--- config.mk ---
export PLATFORM = sky130hd
export DESIGN_NAME = dcache
export DESIGN_NICKNAME = d
export VERILOG_FILES = /design/src/rtl/dcache_pkg.sv /design/src/rtl/dcache_align.sv /design/src/rtl/dcache.sv
export SDC_FILE = /design/constraint.sdc
export NUM_CORES = 1
export LEC_CHECK = 0
export CAP_MARGIN = 20
export CORE_UTILIZATION = 40
export CTS_BUF_LIST = sky130_fd_sc_hd__clkbuf_8
export DETAILED_ROUTE_END_ITERATION = 7
export GPL_TIMING_DRIVEN = 0
export MAX_ROUTING_LAYER = met4
export PLACE_DENSITY = 0.53
export SLEW_MARGIN = 20
export SYNTH_ARGS = -nofsm -noshare
export SYNTH_HDL_FRONTEND = slang
export SYNTH_SLANG_ARGS = --single-unit
--- constraint.sdc ---
create_clock -name clk -period 18 [get_ports clk]
set_input_delay 2.7 -clock clk [delete_from_list [all_inputs] [get_ports clk]]
set_output_delay 2.7 -clock clk [all_outputs]
set_load 0.005 [all_outputs]
--- src/rtl/dcache_pkg.sv ---
// Shared definitions for the data cache.
//   cacheState : FSM states (IDLE, REFILL, WRITE)
//   WIDTH_*    : funct3 access-width encodings used on cpu_width
package dcache_pkg;

    typedef enum logic [1:0] {
        IDLE,
        REFILL,
        WRITE
    } cacheState;

    localparam logic [2:0] WIDTH_B  = 3'b000;
    localparam logic [2:0] WIDTH_H  = 3'b001;
    localparam logic [2:0] WIDTH_W  = 3'b010;
    localparam logic [2:0] WIDTH_BU = 3'b100;
    localparam logic [2:0] WIDTH_HU = 3'b101;

endpackage

--- src/rtl/dcache_align.sv ---
// Byte-lane alignment for the data cache (purely combinational).
//   word     in  32  word read from the cache line or backing memory
//   offset   in  2   byte offset within the word (addr[1:0])
//   width    in  3   funct3 access width
//   wdata    in  32  CPU store data (low bits used for sb/sh)
//   rdata    out 32  load result, sign/zero extended
//   laneData out 32  store data replicated onto every lane
//   wstrb    out 4   byte enables for the store
module dcache_align
    import dcache_pkg::*;
(
    input  logic [31:0] word,
    input  logic [1:0]  offset,
    input  logic [2:0]  width,
    input  logic [31:0] wdata,
    output logic [31:0] rdata,
    output logic [31:0] laneData,
    output logic [3:0]  wstrb
);

    logic [7:0]  byteSel;
    logic [15:0] halfSel;

    assign byteSel = word[{offset, 3'b000} +: 8];
    assign halfSel = offset[1] ? word[31:16] : word[15:0];

    always_comb begin
        rdata = word;
        unique case (width)
            WIDTH_B:  rdata = {{24{byteSel[7]}}, byteSel};
            WIDTH_BU: rdata = {24'h0, byteSel};
            WIDTH_H:  rdata = {{16{halfSel[15]}}, halfSel};
            WIDTH_HU: rdata = {16'h0, halfSel};
            default:  rdata = word;
        endcase
    end

    always_comb begin
        laneData = wdata;
        wstrb    = 4'b1111;
        unique case (width)
            WIDTH_B: begin
                laneData = {4{wdata[7:0]}};
                wstrb    = 4'b0001 << offset;
            end
            WIDTH_H: begin
                laneData = {2{wdata[15:0]}};
                wstrb    = 4'b0011 << offset;
            end
            default: begin
                laneData = wdata;
                wstrb    = 4'b1111;
            end
        endcase
    end

endmodule

--- src/rtl/dcache.sv ---
// Direct-mapped, write-through, no-write-allocate data cache, one word per line.
//   clk, rst (async, active-low)
//   cpu_re/cpu_we/cpu_addr/cpu_wdata/cpu_width : CPU request (store wins over load)
//   cpu_rdata, stall                           : load result and pipeline hold
//   mem_req/mem_we/mem_addr/mem_wdata/mem_wstrb : backing-memory request
//   mem_ack/mem_rdata                          : single-cycle completion and read word
module dcache
    import dcache_pkg::*;
#(
    parameter int unsigned SETS = 16,
    parameter int unsigned IDXW = $clog2(SETS)
) (
    input  logic        clk,
    input  logic        rst,
    input  logic        cpu_re,
    input  logic        cpu_we,
    input  logic [31:0] cpu_addr,
    input  logic [31:0] cpu_wdata,
    input  logic [2:0]  cpu_width,
    output logic [31:0] cpu_rdata,
    output logic        stall,
    output logic        mem_req,
    output logic        mem_we,
    output logic [31:0] mem_addr,
    output logic [31:0] mem_wdata,
    output logic [3:0]  mem_wstrb,
    input  logic        mem_ack,
    input  logic [31:0] mem_rdata
);

    localparam int unsigned TAGW = 30 - IDXW;

    cacheState         stateQ;
    logic [31:0]       reqAddrQ;
    logic [31:0]       reqWdataQ;
    logic [2:0]        reqWidthQ;
    logic [SETS-1:0]   validQ;
    logic [TAGW-1:0]   tagArr  [SETS];
    logic [31:0]       dataArr [SETS];

    // In IDLE the live request is decoded; once in flight the latched copy is used.
    logic [31:0]       curAddr;
    logic [31:0]       curWdata;
    logic [2:0]        curWidth;
    logic [IDXW-1:0]   idx;
    logic [TAGW-1:0]   tag;
    logic              hit;
    logic [31:0]       srcWord;
    logic [31:0]       extData;
    logic [31:0]       laneData;
    logic [3:0]        laneStrb;
    logic [31:0]       mergedWord;

    assign curAddr  = (stateQ == IDLE) ? cpu_addr  : reqAddrQ;
    assign curWdata = (stateQ == IDLE) ? cpu_wdata : reqWdataQ;
    assign curWidth = (stateQ == IDLE) ? cpu_width : reqWidthQ;
    assign idx      = curAddr[IDXW+1:2];
    assign tag      = curAddr[31:IDXW+2];
    assign hit      = validQ[idx] && (tagArr[idx] == tag);
    assign srcWord  = (stateQ == REFILL) ? mem_rdata : dataArr[idx];

    dcache_align uAlign (
        .word     (srcWord),
        .offset   (curAddr[1:0]),
        .width    (curWidth),
        .wdata    (curWdata),
        .rdata    (extData),
        .laneData (laneData),
        .wstrb    (laneStrb)
    );

    always_comb begin
        mergedWord = dataArr[idx];
        for (int b = 0; b < 4; b++) begin
            if (laneStrb[b]) mergedWord[8*b +: 8] = laneData[8*b +: 8];
        end
    end

    always_comb begin
        stall     = 1'b0;
        cpu_rdata = 32'h0;
        unique case (stateQ)
            IDLE: begin
                // Gated by rst so stall stays low while reset is held.
                stall = rst && (cpu_we || (cpu_re && !hit));
                if (cpu_re && !cpu_we && hit) cpu_rdata = extData;
            end
            REFILL: begin
                stall = !mem_ack;
                if (mem_ack) cpu_rdata = extData;
            end
            WRITE: stall = !mem_ack;
            default: stall = 1'b0;
        endcase
    end

    assign mem_req   = (stateQ != IDLE);
    assign mem_we    = (stateQ == WRITE);
    assign mem_addr  = {curAddr[31:2], 2'b00};
    assign mem_wdata = laneData;
    assign mem_wstrb = (stateQ == WRITE) ? laneStrb : 4'b0000;

    always_ff @(posedge clk or negedge rst) begin
        if (!rst) begin
            stateQ    <= IDLE;
            validQ    <= '0;
            reqAddrQ  <= 32'h0;
            reqWdataQ <= 32'h0;
            reqWidthQ <= 3'b000;
        end else begin
            unique case (stateQ)
                IDLE: begin
                    if (cpu_we || (cpu_re && !hit)) begin
                        stateQ    <= cpu_we ? WRITE : REFILL;
                        reqAddrQ  <= cpu_addr;
                        reqWdataQ <= cpu_wdata;
                        reqWidthQ <= cpu_width;
                    end
                end
                REFILL: begin
                    if (mem_ack) begin
                        validQ[idx] <= 1'b1;
                        stateQ      <= IDLE;
                    end
                end
                WRITE: begin
                    if (mem_ack) stateQ <= IDLE;
                end
                default: stateQ <= IDLE;
            endcase
        end
    end

    // Tag/data arrays carry no reset; validQ alone qualifies them.
    always_ff @(posedge clk) begin
        if (stateQ == REFILL && mem_ack) begin
            tagArr[idx]  <= tag;
            dataArr[idx] <= mem_rdata;
        end else if (stateQ == WRITE && mem_ack && hit) begin
            dataArr[idx] <= mergedWord;
        end
    end

endmodule
==> results of run 1 <==
-- cell type report --
class	count	area, um2	share of cell area, %
Antenna cell	12	30.0	0.0545
Buffer	285	1400	2.53
Clock buffer	185	2550	4.62
Clock inverter	130	584	1.06
Inverter	143	539	0.979
Multi-Input combinational cell	2076	14700	26.7
Sequential cell	1013	30000	54.4
Tap cell	1512	1890	3.43
Timing Repair Buffer	367	3420	6.20
-- power groups by stage --
stage | Sequential [mW] | Combinational [mW] | Clock (mW)
2_1_floorplan | 2.98 | 2.67 | 0
6_report | 2.95 | 4.72 | 1.95
4_1_cts | 2.95 | 4.67 | 1.97
3_5_place_dp | 3.00 | 4.65 | 0
5_1_grt | 2.96 | 4.94 | 2.07
3_3_place_gp | 3.00 | 4.58 | 0
-- flip-flops by register name (all words and copies together) (netlist names) --
signal,count
dataArr,512
tagArr,416
reqAddrQ,32
reqWdataQ,32
validQ,16
reqWidthQ,3
stateQ,2
-- synthesized netlist by cell type (5+ instances only) --
cell type and n:
sky130_fd_sc_hd__mux2_2 105, sky130_fd_sc_hd__a31oi_1 88, sky130_fd_sc_hd__o2111ai_1 14, sky130_fd_sc_hd__inv_1 139, sky130_fd_sc_hd__a311oi_1 36, sky130_fd_sc_hd__nor3_1 36, sky130_fd_sc_hd__nor4_1 77, sky130_fd_sc_hd__nor2_1 263
sky130_fd_sc_hd__mux4_2 45, sky130_fd_sc_hd__and2_1 25, sky130_fd_sc_hd__nor2b_1 63, sky130_fd_sc_hd__a41oi_1 53, sky130_fd_sc_hd__xor2_1 6, sky130_fd_sc_hd__xnor2_1 12, sky130_fd_sc_hd__mux2i_1 212, sky130_fd_sc_hd__or2_2 17
sky130_fd_sc_hd__mux2_4 26, sky130_fd_sc_hd__a211oi_1 41, sky130_fd_sc_hd__nand2_1 319, sky130_fd_sc_hd__a22oi_1 71, sky130_fd_sc_hd__a32oi_1 56, sky130_fd_sc_hd__o22ai_1 37, sky130_fd_sc_hd__buf_1 25, sky130_fd_sc_hd__dfrtp_1 85
sky130_fd_sc_hd__a221oi_1 10, sky130_fd_sc_hd__buf_2 86, sky130_fd_sc_hd__a21oi_1 113, sky130_fd_sc_hd__buf_6 8, sky130_fd_sc_hd__nor4b_1 63, sky130_fd_sc_hd__mux2_1 10, sky130_fd_sc_hd__clkbuf_1 135, sky130_fd_sc_hd__and4_1 5
sky130_fd_sc_hd__a22o_1 6, sky130_fd_sc_hd__nand3_1 165, sky130_fd_sc_hd__buf_4 27, sky130_fd_sc_hd__and3_1 18, sky130_fd_sc_hd__edfxtp_1 928, sky130_fd_sc_hd__a2111oi_0 5, sky130_fd_sc_hd__o21ai_0 18
-- layer usage --
layer / wire [um] / part of all wire (%) / global-route usage (%) / vias up
met5: 0 / 0 / - / -
met4: 5860 / 3.5 / 11.0 / 0
met3: 13700 / 8.1 / 5.16 / 342
met2: 79300 / 47 / 45.5 / 1772
met1: 69800 / 41 / 38.3 / 17300
li1: - / - / - / 14600
-- final timing paths --
kind	end	slack, ns	depth (start not counted)
worst min-delay path	validQ[13]$_DFFE_PN0P_	0.46	1
max in group asynchronous	reqWdataQ[28]$_DFFE_PN0P_	15.57	2
min in group asynchronous	reqAddrQ[18]$_DFFE_PN0P_	1.70	1
worst max register to register	dataArr[6][1]$_DFFE_PP_	10.88	20
worst min register to register	validQ[13]$_DFFE_PN0P_	0.46	1
worst max-delay path	cpu_rdata[11]	6.25	16
-- logic make-up (layout without fill, tap and decap cells) --
| logic type | Yosys count | count (layout) | share of synthesized area, % |
|---|---|---|---|
| adders and majority gates | 4 | 4 | 0.108 |
| and+or+nand+nor | 1066 | 1066 | 11.1 |
| AOI/OAI and AO/OA | 586 | 586 | 9.11 |
| buffers and inverters | 428 | 1110 | 4.17 |
| other | 1 | 14 | 0.00808 |
| muxes | 400 | 400 | 10.5 |
| xor gates and xnor gates | 18 | 18 | 0.340 |
| DFF | 1013 | 1013 | 64.6 |
-- through the flow --
step	instance area (um2)	total power, mW	hold WS (ns)	instances
floorplan	46400	5.65	0.430	3517
global placement	50300	7.58	0.444	5231
detailed placement	51900	7.64	0.448	5395
CTS	55000	9.58	0.461	5710
global route	55100	9.97	0.476	5719
finish	55100	9.62	0.461	5723
-- layout by cell type (no fill, tap or decap), types with 88 or more instances in the layout --
master	n
sky130_fd_sc_hd__a21oi_1	112
sky130_fd_sc_hd__a31oi_1	88
sky130_fd_sc_hd__buf_4	154
sky130_fd_sc_hd__clkbuf_1	134
sky130_fd_sc_hd__clkbuf_8	185
sky130_fd_sc_hd__clkdlybuf4s50_1	201
sky130_fd_sc_hd__edfxtp_1	928
sky130_fd_sc_hd__inv_1	199
sky130_fd_sc_hd__mux2_2	105
sky130_fd_sc_hd__mux2i_1	199
sky130_fd_sc_hd__nand2_1	319
sky130_fd_sc_hd__nand3_1	165
sky130_fd_sc_hd__nor2_1	263
==> results.json, run 1 <==
{
  "place.detailed.hpwl_um": 120000,
  "clock_power_share_pct": 20.2,
  "worst_clock_skew_ns": 0.0449,
  "period_minus_slack_ns": 11.75,
  "drc": 20,
  "violations_in_the_final_reports": "design-rule violations",
  "vias_per_cell": 5.94,
  "power_frac_comb_pct": 49.1,
  "cts_repair_resize_count": 0,
  "area_growth_syn_to_layout_pct": 18.7,
  "timing.critical_path.slowest_stage_cell": "sky130_fd_sc_hd__nor4_1",
  "cts.path.max_buffers": 3,
  "total_nets_final": 4167,
  "final.fill_count": 10200,
  "gate_count_post_synth": 3516,
  "utilization_of_the_core_after_routing_pct": 48.1,
  "dieWidth_um": 343,
  "yosys_warnings": 0,
  "gr-total-overflow": 0,
  "total_switching_power_mw": 4.16,
  "data_arrival_time_of_the_worst_path_ns": 9.05,
  "reg2reg_from": "stateQ[0]$_DFFE_PN0P_",
  "floorplan.io_pins": 207,
  "status": "finished, violations left",
  "port_buffers": 202,
  "grt_first_pass_wirelength_um": 239000,
  "h_tree_depth": 4,
  "finalWeightedCongestion": 0.946,
  "setup.worst_path.start_class": "input pin",
  "route.detailed.wl_per_inst_um": 29.5,
  "route.final.wire_length_um": 169000,
  "crit_family": "buffers and inverters",
  "drv_slew": 0,
  "routed-via-count": 34000,
  "power_density_nw_per_um2": 175,
  "ys_top_cells_by_area": "sky130_fd_sc_hd__edfxtp_1 (60%), sky130_fd_sc_hd__dfrtp_1 (4.6%), sky130_fd_sc_hd__mux2i_1 (4.6%), sky130_fd_sc_hd__nand2_1 (2.6%), sky130_fd_sc_hd__mux2_2 (2.5%)",
  "cts_hold_buf": 0,
  "unrepaired_setup_endpoints_after_global_routing": "false",
  "element_type_at_the_critical_path_end": "primary output",
  "path_category_of_the_worst_min_delay_check": "flop to flop",
  "floorplan.die.height_um": 343,
  "critPathBufInv": 7,
  "max_stage_delay_ns": 0.85,
  "cts-buffers-inserted": 173,
  "timing.critical_path.required_ns": 15.30,
  "synth-async-reset-ratio_pct": 8.39,
  "row_count": 124,
  "synth_enable_flop_cells": 928,
  "worst-path-max-fanout": 10,
  "power.share.switching_pct": 43.3,
  "yosys.area.top_type_share_pct": 60.0,
  "tritoncts": "yes",
  "worst_setup_hold_path_clk_slew_ns": 0.06,
  "finalCritPeriodShare_pct": 65.3,
  "worstHoldStart": "validQ[13]$_DFFE_PN0P_",
  "post_cts.repair.setup_buffers": 0,
  "ys_ff_latch": 1013,
  "timing.slew.headroom_pct": 22.0,
  "worst_max_slew_pin_slew_ns": 1.17,
  "final.setup.tns_ns": 0,
  "detail-route-antenna-nets": 0,
  "mappedNetlistArea_um2": 46400,
  "timing.max_cap.violations": 0,
  "timing.final.ws_setup_ns": 6.25,
  "syn_avg_cell_area_um2": 13.2,
  "ws_path_type": "input pin to primary output",
  "core_um2": 115000,
  "synth_cell_types": 83,
  "grt_util_all_layers_pct": 29.3,
  "drive_gt1_share_pct": 18.1,
  "start_util_pct": 40.5,
  "power_leakage_nw": 19.6,
  "seq_power_share_pct": 30.7,
  "cell_internal_pwr_mw": 5.45,
  "cts_root_buf": "sky130_fd_sc_hd__clkbuf_8",
  "drtIter0Drc": 4085,
  "postSynth.topFlopCell": "sky130_fd_sc_hd__edfxtp_1",
  "synth.yosys.seq_area_share_pct": 64.6,
  "vias_in_the_first_global_route": 32800,
  "critical_path.startpoint": "cpu_addr[3]",
  "grt_antenna_before_repair": 12,
  "yosysTopAreaCell": "sky130_fd_sc_hd__edfxtp_1",
  "dp_worst_setup_slack_ns": 6.44,
  "peakVddDrop_mv": 0.102,
  "die_area_um2": 117000,
  "finalHoldViolCount": 0,
  "worstPathCellList": "clkdlybuf4s50_1 > and2_1 > buf_2 > buf_2 > clkbuf_1 > a32oi_1 > a41oi_1 > nor4_1 > xor2_1 > a2111oi_0 > and4_1 > buf_4 > nand4_2 > buf_2 > a211oi_1 > clkdlybuf4s50_1",
  "setup_violating_endpoint_count_in_the_final_report": 0,
  "numClockSinks": 1013,
  "crit_path_frequent_cell": "sky130_fd_sc_hd__buf_2",
  "clock_latency_ns": 0.90,
  "detailedRoute.firstPassIterationCount": 8,
  "grt_max_degree": 57,
  "timing.fmax_mhz": 85.1
}
No activity file was read; power rests on OpenSTA's default activity.
==> run 2, diff against run 1 <==
--- a/config.mk
+++ b/config.mk
@@ -11,7 +11,7 @@
 export DETAILED_ROUTE_END_ITERATION = 7
 export GPL_TIMING_DRIVEN = 0
 export MAX_ROUTING_LAYER = met4
-export PLACE_DENSITY = 0.53
+export PLACE_DENSITY = 0.55
 export SLEW_MARGIN = 20
 export SYNTH_ARGS = -nofsm -noshare
 export SYNTH_HDL_FRONTEND = slang
==> constraint.sdc (replaced) <==
create_clock -name clk -period 10.75 [get_ports clk]
set_input_delay 1.6125 -clock clk [delete_from_list [all_inputs] [get_ports clk]]
set_output_delay 1.6125 -clock clk [all_outputs]
set_load 0.005 [all_outputs]
==> results.json, run 2 (synthesis gave the netlist of run 1 again) <==
{
  "status": "finished, violations left",
  "violations_in_the_final_reports": "design-rule violations",
  "final.setup.tns_ns": 0,
  "power_leakage_nw": 19.6,
  "largestRegisters": "dataArr (512), tagArr (416)",
  "area.sequential_um2": 30000,
  "drc": 16,
  "total_switching_power_mw": 6.95,
  "cell_internal_pwr_mw": 9.20,
  "finalCritPeriodShare_pct": 88.1,
  "grt_first_pass_wirelength_um": 235000,
  "h_tree_depth": 4,
  "routed-via-count": 33700,
  "drive_gt1_share_pct": 18.1,
  "numClockSinks": 1013,
  "drtIter0Drc": 4035,
  "path_category_of_the_worst_min_delay_check": "flop to flop",
  "port_buffers": 202,
  "timing.critical_path.required_ns": 9.14,
  "drv_slew": 0,
  "timing.fmax_mhz": 106,
  "cts-buffers-inserted": 174,
  "cts_repair_resize_count": 0,
  "seq_power_share_pct": 30.6,
  "cts_hold_buf": 0,
  "data_arrival_time_of_the_worst_path_ns": 7.86,
  "vias_in_the_first_global_route": 32300,
  "row_count": 124,
  "power.share.switching_pct": 43.0,
  "clock_latency_ns": 0.87,
  "critPathBufInv": 6,
  "power_frac_comb_pct": 48.9,
  "floorplan.die.height_um": 343,
  "start_util_pct": 40.5,
  "grt_util_all_layers_pct": 28.7,
  "vias_per_cell": 5.91,
  "setup_violating_endpoint_count_in_the_final_report": 0,
  "worst_clock_skew_ns": 0.0312,
  "tritoncts": "yes",
  "setup.worst_path.start_class": "input pin",
  "hold-worst-slack_ns": 0.464,
  "unrepaired_setup_endpoints_after_global_routing": "false",
  "worst_setup_hold_path_clk_slew_ns": 0.05,
  "dieWidth_um": 343,
  "max_stage_delay_ns": 0.78,
  "postPlaceCellArea_um2": 51900,
  "element_type_at_the_critical_path_end": "primary output",
  "total_nets_final": 4160,
  "worst-path-max-fanout": 10,
  "core_um2": 115000,
  "utilization_of_the_core_after_routing_pct": 48.1,
  "final_area_um2": 55100,
  "floorplan.io_pins": 207,
  "final.fill_count": 10200,
  "multi_input_area_um2": 14700,
  "route.final.wire_length_um": 166000,
  "worstPathCellList": "clkdlybuf4s50_1 > nor2b_1 > buf_2 > buf_1 > a31oi_1 > a41oi_1 > nor4_1 > xor2_1 > a2111oi_0 > and4_1 > buf_4 > nand4_2 > buf_2 > a211oi_1 > clkdlybuf4s50_1",
  "worst_max_slew_pin_slew_ns": 1.19,
  "die_area_um2": 117000,
  "timing.max_cap.violations": 0,
  "finalWeightedCongestion": 0.932,
  "area_growth_syn_to_layout_pct": 18.8,
  "timing.slew.headroom_pct": 20.2,
  "ws_path_type": "input pin to primary output",
  "crit_family": "buffers and inverters",
  "power_density_nw_per_um2": 293,
  "finalHoldViolCount": 0,
  "registers.top_by_ff_count": "dataArr",
  "grt_max_degree": 59,
  "largest_register_ff_count": 512,
  "mostFrequentLayoutCell": "sky130_fd_sc_hd__edfxtp_1",
  "grt_antenna_before_repair": 7,
  "clock_power_share_pct": 20.5,
  "post_cts.repair.setup_buffers": 0,
  "place.detailed.hpwl_um": 118000,
  "cts.path.max_buffers": 3,
  "timing.critical_path.slowest_stage_cell": "sky130_fd_sc_hd__nor4_1",
  "gr-total-overflow": 0,
  "period_minus_slack_ns": 9.47,
  "cts_root_buf": "sky130_fd_sc_hd__clkbuf_8",
  "most-common-layout-cells": "sky130_fd_sc_hd__edfxtp_1 (928), sky130_fd_sc_hd__nand2_1 (319), sky130_fd_sc_hd__nor2_1 (263)",
  "detailedRoute.firstPassIterationCount": 8,
  "detail-route-antenna-nets": 0,
  "peakVddDrop_mv": 0.162,
  "route.detailed.wl_per_inst_um": 29.1
}
run 2: layout make-up:
type                    count  area share (%)
inverters                 143           0.978
flip-flops and latches   1013            54.4
multi-input cells        2076            26.7
repair buffers            359            6.09
clock inverters           123            1.21
well taps                1512            3.43
plain buffers             285            2.53
diodes                      9          0.0409
clock buffers             184            4.59
run 2: routing by layer:
metal	track usage (%)	vias up	part of all wire [%]
met5	-	-	0
met4	10.2	0	3.4
met3	5.62	330	8.9
met2	44.9	1870	47
met1	37.2	16900	41
li1	-	14600	-
run 2: final timing paths:
kind / start / endpoint / slack [ns] / cells after the start
max in group asynchronous: rst / reqWdataQ[8]$_DFFE_PN0P_ / 9.35 / 2
min in group asynchronous: rst / reqAddrQ[26]$_DFFE_PN0P_ / 0.64 / 1
worst min-delay path: validQ[14]$_DFFE_PN0P_ / validQ[14]$_DFFE_PN0P_ / 0.46 / 1
worst min register to register: validQ[14]$_DFFE_PN0P_ / validQ[14]$_DFFE_PN0P_ / 0.46 / 1
worst max register to register: stateQ[1]$_DFFE_PN0P_ / dataArr[6][28]$_DFFE_PP_ / 3.51 / 20
worst max-delay path: cpu_addr[3] / cpu_rdata[0] / 1.28 / 15
run 2: metrics by stage:
stage          cells  power (mW)  setup slack, ns
2_1_floorplan   3517        9.46             3.75
3_3_place_gp    5231        12.7            -1.63
3_5_place_dp    5388        12.7             1.48
4_1_cts         5695        16.1             1.46
5_1_grt         5702        16.7             1.34
6_report        5704        16.2             1.28
run 2: power by group through the flow:
| stage | Sequential, mW | Combinational [mW] | Clock [mW] |
|---|---|---|---|
| detailed placement | 5.02 | 7.73 | 0 |
| global route | 4.97 | 8.26 | 3.51 |
| finish | 4.94 | 7.89 | 3.32 |
| floorplan | 4.99 | 4.47 | 0 |
| global placement | 5.02 | 7.66 | 0 |
| CTS | 4.94 | 7.77 | 3.37 |
